### src/rtl/rtdf_feed_if.sv
// Control/status bundle between the feed sequencer, the word FIFO read side and the sample generator.
interface rtdf_feed_if;
    localparam int unsigned WORDS_W = 9;
    localparam int unsigned STATE_W = 2;
    localparam int unsigned UCNT_W  = 16;
    localparam int unsigned WCNT_W  = 32;

    logic               start;
    logic               stop;
    logic [WORDS_W-1:0] words_available;
    logic               fifo_empty;
    logic               word_request;
    logic               fifo_read;
    logic               sample_enable;
    logic [STATE_W-1:0] state;
    logic               underrun;
    logic               timeout;
    logic [UCNT_W-1:0]  underrun_count;
    logic [WCNT_W-1:0]  word_count;

    modport master (
        output start, stop, words_available, fifo_empty, word_request,
        input  fifo_read, sample_enable, state, underrun, timeout, underrun_count, word_count
    );

    modport slave (
        input  start, stop, words_available, fifo_empty, word_request,
        output fifo_read, sample_enable, state, underrun, timeout, underrun_count, word_count
    );
endinterface

### src/rtl/rtdf_feed_controller.sv
// Playback sequencer: prefill gating, underrun pause/resume, timeout abort and feed health counters.
module rtdf_feed_controller #(
    parameter logic [8:0]  PREFILL_WORDS  = 9'd128,
    parameter logic [8:0]  RESUME_WORDS   = 9'd32,
    parameter logic [23:0] TIMEOUT_CYCLES = 24'd5000000
) (
    input  logic       clk_sample,
    input  logic       reset,
    rtdf_feed_if.slave feed
);
    localparam int unsigned TIMER_W = 24;
    localparam int unsigned UCNT_W  = 16;
    localparam int unsigned WCNT_W  = 32;

    typedef enum logic [1:0] {
        IDLE     = 2'd0,
        PREFILL  = 2'd1,
        STREAM   = 2'd2,
        UNDERRUN = 2'd3
    } state_t;

    state_t              state_q, state_d;
    logic [TIMER_W-1:0]  timer_q, timer_d;
    logic                timeout_q, timeout_d;
    logic                abort_latch_q, abort_latch_d;
    logic                underrun_q, underrun_d;
    logic [UCNT_W-1:0]   underrun_count_q, underrun_count_d;
    logic [WCNT_W-1:0]   word_count_q, word_count_d;

    logic read_c;
    logic level_ok_c;
    logic expired_c;

    // Show-ahead read: the word is consumed in the same cycle the strobe is high
    assign read_c     = (state_q == STREAM) && feed.word_request && !feed.fifo_empty && !feed.stop;
    assign level_ok_c = feed.words_available >= ((state_q == PREFILL) ? PREFILL_WORDS : RESUME_WORDS);
    assign expired_c  = (timer_q == TIMEOUT_CYCLES - TIMER_W'(1));

    always_comb begin
        state_d          = state_q;
        timer_d          = timer_q;
        timeout_d        = timeout_q;
        abort_latch_d    = abort_latch_q && feed.start;
        underrun_d       = 1'b0;
        underrun_count_d = underrun_count_q;
        word_count_d     = read_c ? word_count_q + WCNT_W'(1) : word_count_q;

        unique case (state_q)
            IDLE: begin
                if (feed.start && !feed.stop && !abort_latch_q) begin
                    state_d          = PREFILL;
                    timer_d          = '0;
                    timeout_d        = 1'b0;
                    underrun_count_d = '0;
                    word_count_d     = '0;
                end
            end
            PREFILL, UNDERRUN: begin
                if (feed.stop) begin
                    state_d = IDLE;
                end else if (level_ok_c) begin
                    state_d = STREAM;
                end else if (expired_c) begin
                    // start must drop once before a timed-out feed may restart
                    state_d       = IDLE;
                    timeout_d     = 1'b1;
                    abort_latch_d = 1'b1;
                end else begin
                    timer_d = timer_q + TIMER_W'(1);
                end
            end
            STREAM: begin
                if (feed.stop) begin
                    state_d = IDLE;
                end else if (feed.word_request && feed.fifo_empty) begin
                    state_d    = UNDERRUN;
                    timer_d    = '0;
                    underrun_d = 1'b1;
                    if (underrun_count_q != {UCNT_W{1'b1}}) begin
                        underrun_count_d = underrun_count_q + UCNT_W'(1);
                    end
                end
            end
            default: state_d = IDLE;
        endcase
    end

    always_ff @(posedge clk_sample) begin
        if (reset) begin
            state_q          <= IDLE;
            timer_q          <= '0;
            timeout_q        <= 1'b0;
            abort_latch_q    <= 1'b0;
            underrun_q       <= 1'b0;
            underrun_count_q <= '0;
            word_count_q     <= '0;
        end else begin
            state_q          <= state_d;
            timer_q          <= timer_d;
            timeout_q        <= timeout_d;
            abort_latch_q    <= abort_latch_d;
            underrun_q       <= underrun_d;
            underrun_count_q <= underrun_count_d;
            word_count_q     <= word_count_d;
        end
    end

    assign feed.fifo_read      = read_c;
    assign feed.sample_enable  = (state_q == STREAM);
    assign feed.state          = state_q;
    assign feed.underrun       = underrun_q;
    assign feed.timeout        = timeout_q;
    assign feed.underrun_count = underrun_count_q;
    assign feed.word_count     = word_count_q;
endmodule

### src/flat_wrapper.sv
// flat-port wrapper written by rule: the top's interface ports become plain ports
module rtdf_feed_controller_flat 
#(
    parameter logic [8:0]  PREFILL_WORDS  = 9'd128,
    parameter logic [8:0]  RESUME_WORDS   = 9'd32,
    parameter logic [23:0] TIMEOUT_CYCLES = 24'd5000000
)
  (clk_sample, reset, feed_start, feed_stop, feed_words_available, feed_fifo_empty, feed_word_request, feed_fifo_read, feed_sample_enable, feed_state, feed_underrun, feed_timeout, feed_underrun_count, feed_word_count);
  rtdf_feed_if feed_i ();
  input  logic clk_sample;
  input  logic reset;
  input wire logic [$bits(feed_i.start)-1:0] feed_start;
  input wire logic [$bits(feed_i.stop)-1:0] feed_stop;
  input wire logic [$bits(feed_i.words_available)-1:0] feed_words_available;
  input wire logic [$bits(feed_i.fifo_empty)-1:0] feed_fifo_empty;
  input wire logic [$bits(feed_i.word_request)-1:0] feed_word_request;
  output wire logic [$bits(feed_i.fifo_read)-1:0] feed_fifo_read;
  output wire logic [$bits(feed_i.sample_enable)-1:0] feed_sample_enable;
  output wire logic [$bits(feed_i.state)-1:0] feed_state;
  output wire logic [$bits(feed_i.underrun)-1:0] feed_underrun;
  output wire logic [$bits(feed_i.timeout)-1:0] feed_timeout;
  output wire logic [$bits(feed_i.underrun_count)-1:0] feed_underrun_count;
  output wire logic [$bits(feed_i.word_count)-1:0] feed_word_count;
  assign feed_i.start = feed_start;
  assign feed_i.stop = feed_stop;
  assign feed_i.words_available = feed_words_available;
  assign feed_i.fifo_empty = feed_fifo_empty;
  assign feed_i.word_request = feed_word_request;
  assign feed_fifo_read = feed_i.fifo_read;
  assign feed_sample_enable = feed_i.sample_enable;
  assign feed_state = feed_i.state;
  assign feed_underrun = feed_i.underrun;
  assign feed_timeout = feed_i.timeout;
  assign feed_underrun_count = feed_i.underrun_count;
  assign feed_word_count = feed_i.word_count;
  rtdf_feed_controller #(.PREFILL_WORDS(PREFILL_WORDS), .RESUME_WORDS(RESUME_WORDS), .TIMEOUT_CYCLES(TIMEOUT_CYCLES)) u_core (.clk_sample(clk_sample), .reset(reset), .feed(feed_i));
endmodule
### config.mk
export PLATFORM = sky130hd
export DESIGN_NAME = rtdf_feed_controller_flat
export DESIGN_NICKNAME = d
export VERILOG_FILES = /design/src/rtl/rtdf_feed_if.sv /design/src/rtl/rtdf_feed_controller.sv /design/src/flat_wrapper.sv
export SDC_FILE = /design/constraint.sdc
export NUM_CORES = 1
export LEC_CHECK = 0
export ABC_CLOCK_PERIOD_IN_PS = 2500
export CAP_MARGIN = 20
export CORE_MARGIN = 2
export CORE_UTILIZATION = 47
export DETAILED_ROUTE_END_ITERATION = 10
export GPL_TIMING_DRIVEN = 0
export HOLD_SLACK_MARGIN = 0.08
export PLACE_DENSITY = 0.78
export SLEW_MARGIN = 20
export SYNTH_ARGS = -nofsm -noshare
export SYNTH_HDL_FRONTEND = slang
export SYNTH_SLANG_ARGS = --single-unit
### constraint.sdc
create_clock -name clk_sample -period 2.5 [get_ports clk_sample]
set_input_delay 0.625 -clock clk_sample [delete_from_list [all_inputs] [get_ports clk_sample]]
set_output_delay 0.625 -clock clk_sample [all_outputs]
set_load 0.005 [all_outputs]
==> summary.txt <==
Outcome = complete, no violations
Placed cells = 629
Crit path max fanout = 10
Initial antenna violation count = 0
1st-iter DRT viols = 222
Final estimated routing congestion in global placement = 0.9025
Most frequent cells in the layout = dfxtp_1 (75), nor2_1 (64), clkdlybuf4s50_1 (63)
Flops & latches, synth = 77
Share of cells above drive strength 1 = 0.1359
P&R area growth vs syn = 35.40%
Pin count of the biggest net entering global routing = 13
Longest Clk Path Bufs = 2
Rows = 32
PD cells = 470.4 nW/um^2
Worst hold slack = 0.4958 ns
Final nets = 568
Pre-antenna DRT Iters = 5
Slew @ Worst Pin = 0.6882 ns
CTS root buf = clkbuf_8
CP required = 2.71 ns
Vias per Instance = 5.711
Chip width = 93.99 um
Distinct cells, synth = 55
Pre-CTS WS = -0.5682 ns
Clock tree sinks = 77
Crit Path Class = input pin to flop
Post-Syn Area per Cell = 8.292 um^2
GR Overflow Total = 0
YS warnings = 0
Max cap viols = 0
Cts hold-fix bufs = 0
CTS Buf Count = 9
Peak supply drop = 0.0003044 V
EDFF count, synth = 0
CTS tree = done
Non-Filler Instances = 654
Commonest non-fill, non-tap cell in the layout = dfxtp_1
Final ANT Viol Nets = 0
Worst-Skew Late Latency = 0.34 ns
Fin. Hold Viols = 0
Initial core utilization = 0.4900
I/O pins = 69
Power Total = 2.424 mW
Crit path DAT = 2.63 ns
First-pass GRT wire length = 15690 um
Overall routing resource usage = 0.2227
Routed vias = 3735
Die area = 8834 um^2
Critical path launch point type = input pin
Routed length per instance = 15.23 um
Sequential-to-total area share from yosys stat = 0.4050
Diode count = 0
Max-slew violation count = 0
Mapped Cells = 459
Clk_skew = 0.01219 ns
PnR worst setup slack = 0.08209 ns
FFs w/ async S/R, synth = 0
Syn Nets = 479
CORE AREA = 7767 um^2
Final cycle utilization of the critical path = 0.9672
Number of global-route vias before repair = 3423
Fmax achieved = 0.4136 GHz
Type of the tightest min-delay check = flop to flop
Post-route setup TNS = 0 ns
Post-Route WL = 9961 um
Final core occ = 0.6635
Post-Syn Area = 3806 um^2
Final setup fails = 0
DP Wirelength = 6737 um
IO Port Bufs = 68
H-tree depth = 3
Leak Pwr = 1.677 nW
DP Area = 4616 um^2
Post-Layout Inst Area = 5154 um^2
Die height = 93.99 um
Crit path time final = 2.418 ns
Ys flop type = dfxtp_1
Clock slew at the register clock pins of the worst setup and hold paths = 0.08 ns
Slew headroom = 0.5374
CP endpoint kind = flop
# DRC = 0
-- registers in the layout (all words and copies together) (netlist names) --
register,cells
u_core.feed.word_count,32
u_core.feed.underrun,1
u_core.feed.state,2
u_core.timer_q,24
u_core.abort_latch_q,1
u_core.feed.timeout,1
u_core.feed.underrun_count,16
-- synth_stat cells, types with 3 or more instances --
master | instances | area [um^2]
nor2_1 | 65 | 244.0
and2_1 | 6 | 37.54
and3_1 | 7 | 43.79
xor2_1 | 18 | 157.7
ha_1 | 5 | 62.56
nor4b_1 | 4 | 35.03
o211ai_1 | 4 | 30.03
nand3_1 | 30 | 150.1
and4_1 | 8 | 70.07
a31oi_1 | 4 | 25.02
a21oi_1 | 23 | 115.1
or3_1 | 12 | 75.07
a211oi_1 | 4 | 30.03
xnor2_1 | 27 | 236.5
or4_1 | 7 | 52.55
buf_2 | 3 | 15.01
nand2b_1 | 5 | 31.28
nand2_1 | 37 | 138.9
nor4_1 | 6 | 37.54
inv_1 | 16 | 60.06
nor3_1 | 10 | 50.05
clkbuf_1 | 12 | 45.04
dfxtp_1 | 77 | 1541
nand4_1 | 15 | 93.84
o21ai_1 | 3 | 15.01
o21ai_0 | 16 | 80.08
-- per-layer routing --
layer  GRT usage  up-vias  wire [um]
met5           0        -          0
met4     0.09662        0        195
met3     0.03933       17        471
met2      0.3869      121       5140
met1      0.2687     1794       4153
li1            -     1803          -
-- repair_timing --
item,in CTS,in global routing
gates resized for setup,36,24
hold endpoints to repair,0,0
cloned,1,1
pin swaps,11,11
endpoints found under the setup margin,50,30
buffers inserted,5,3
-- final cells by class --
cell class	count	area (um^2)
Fill cell	644	2614
Multi-Input combinational cell	348	2305
Sequential cell	77	1544
Timing Repair Buffer	78	778.2
Clock buffer	11	141.4
Tap cell	102	127.6
Buffer	18	125.1
Clock inverter	4	72.57
Inverter	16	60.06
-- report_power, final --
part           switching, mW  internal (mW)  total (mW)
clock                  0.442          0.583        1.03
combinational         0.0910         0.0740       0.165
sequential           0.00471           1.23        1.23
total                  0.538           1.89        2.42
-- final timing paths --
kind	startpoint	end	slack [ns]	cells after the start
min	u_core.timer_q[1]	u_core.timer_q[1]	0.50	2
min reg2reg	u_core.timer_q[1]	u_core.timer_q[1]	0.50	2
max reg2reg	u_core.timer_q[11]	u_core.timer_q[14]	0.10	7
max	feed_start	u_core.feed.underrun_count[11]	0.08	8
-- cells by family after synthesis --
group / synth area share
simple gates: 0.3228
flops: 0.4050
compound gates: 0.1147
xor+xnor: 0.1036
buf+inv: 0.03747
fa+ha+maj: 0.01644
-- critical path, stage by stage --
cell	delay [ns]
clkdlybuf4s50_1	0.46
nor3b_1	0.30
o21ai_1	0.21
clkbuf_4	0.26
a211oi_2	0.36
o21ai_0	0.15
a22oi_1	0.20
nor2_1	0.06
Note: power is estimated with default switching activity, not from simulation.
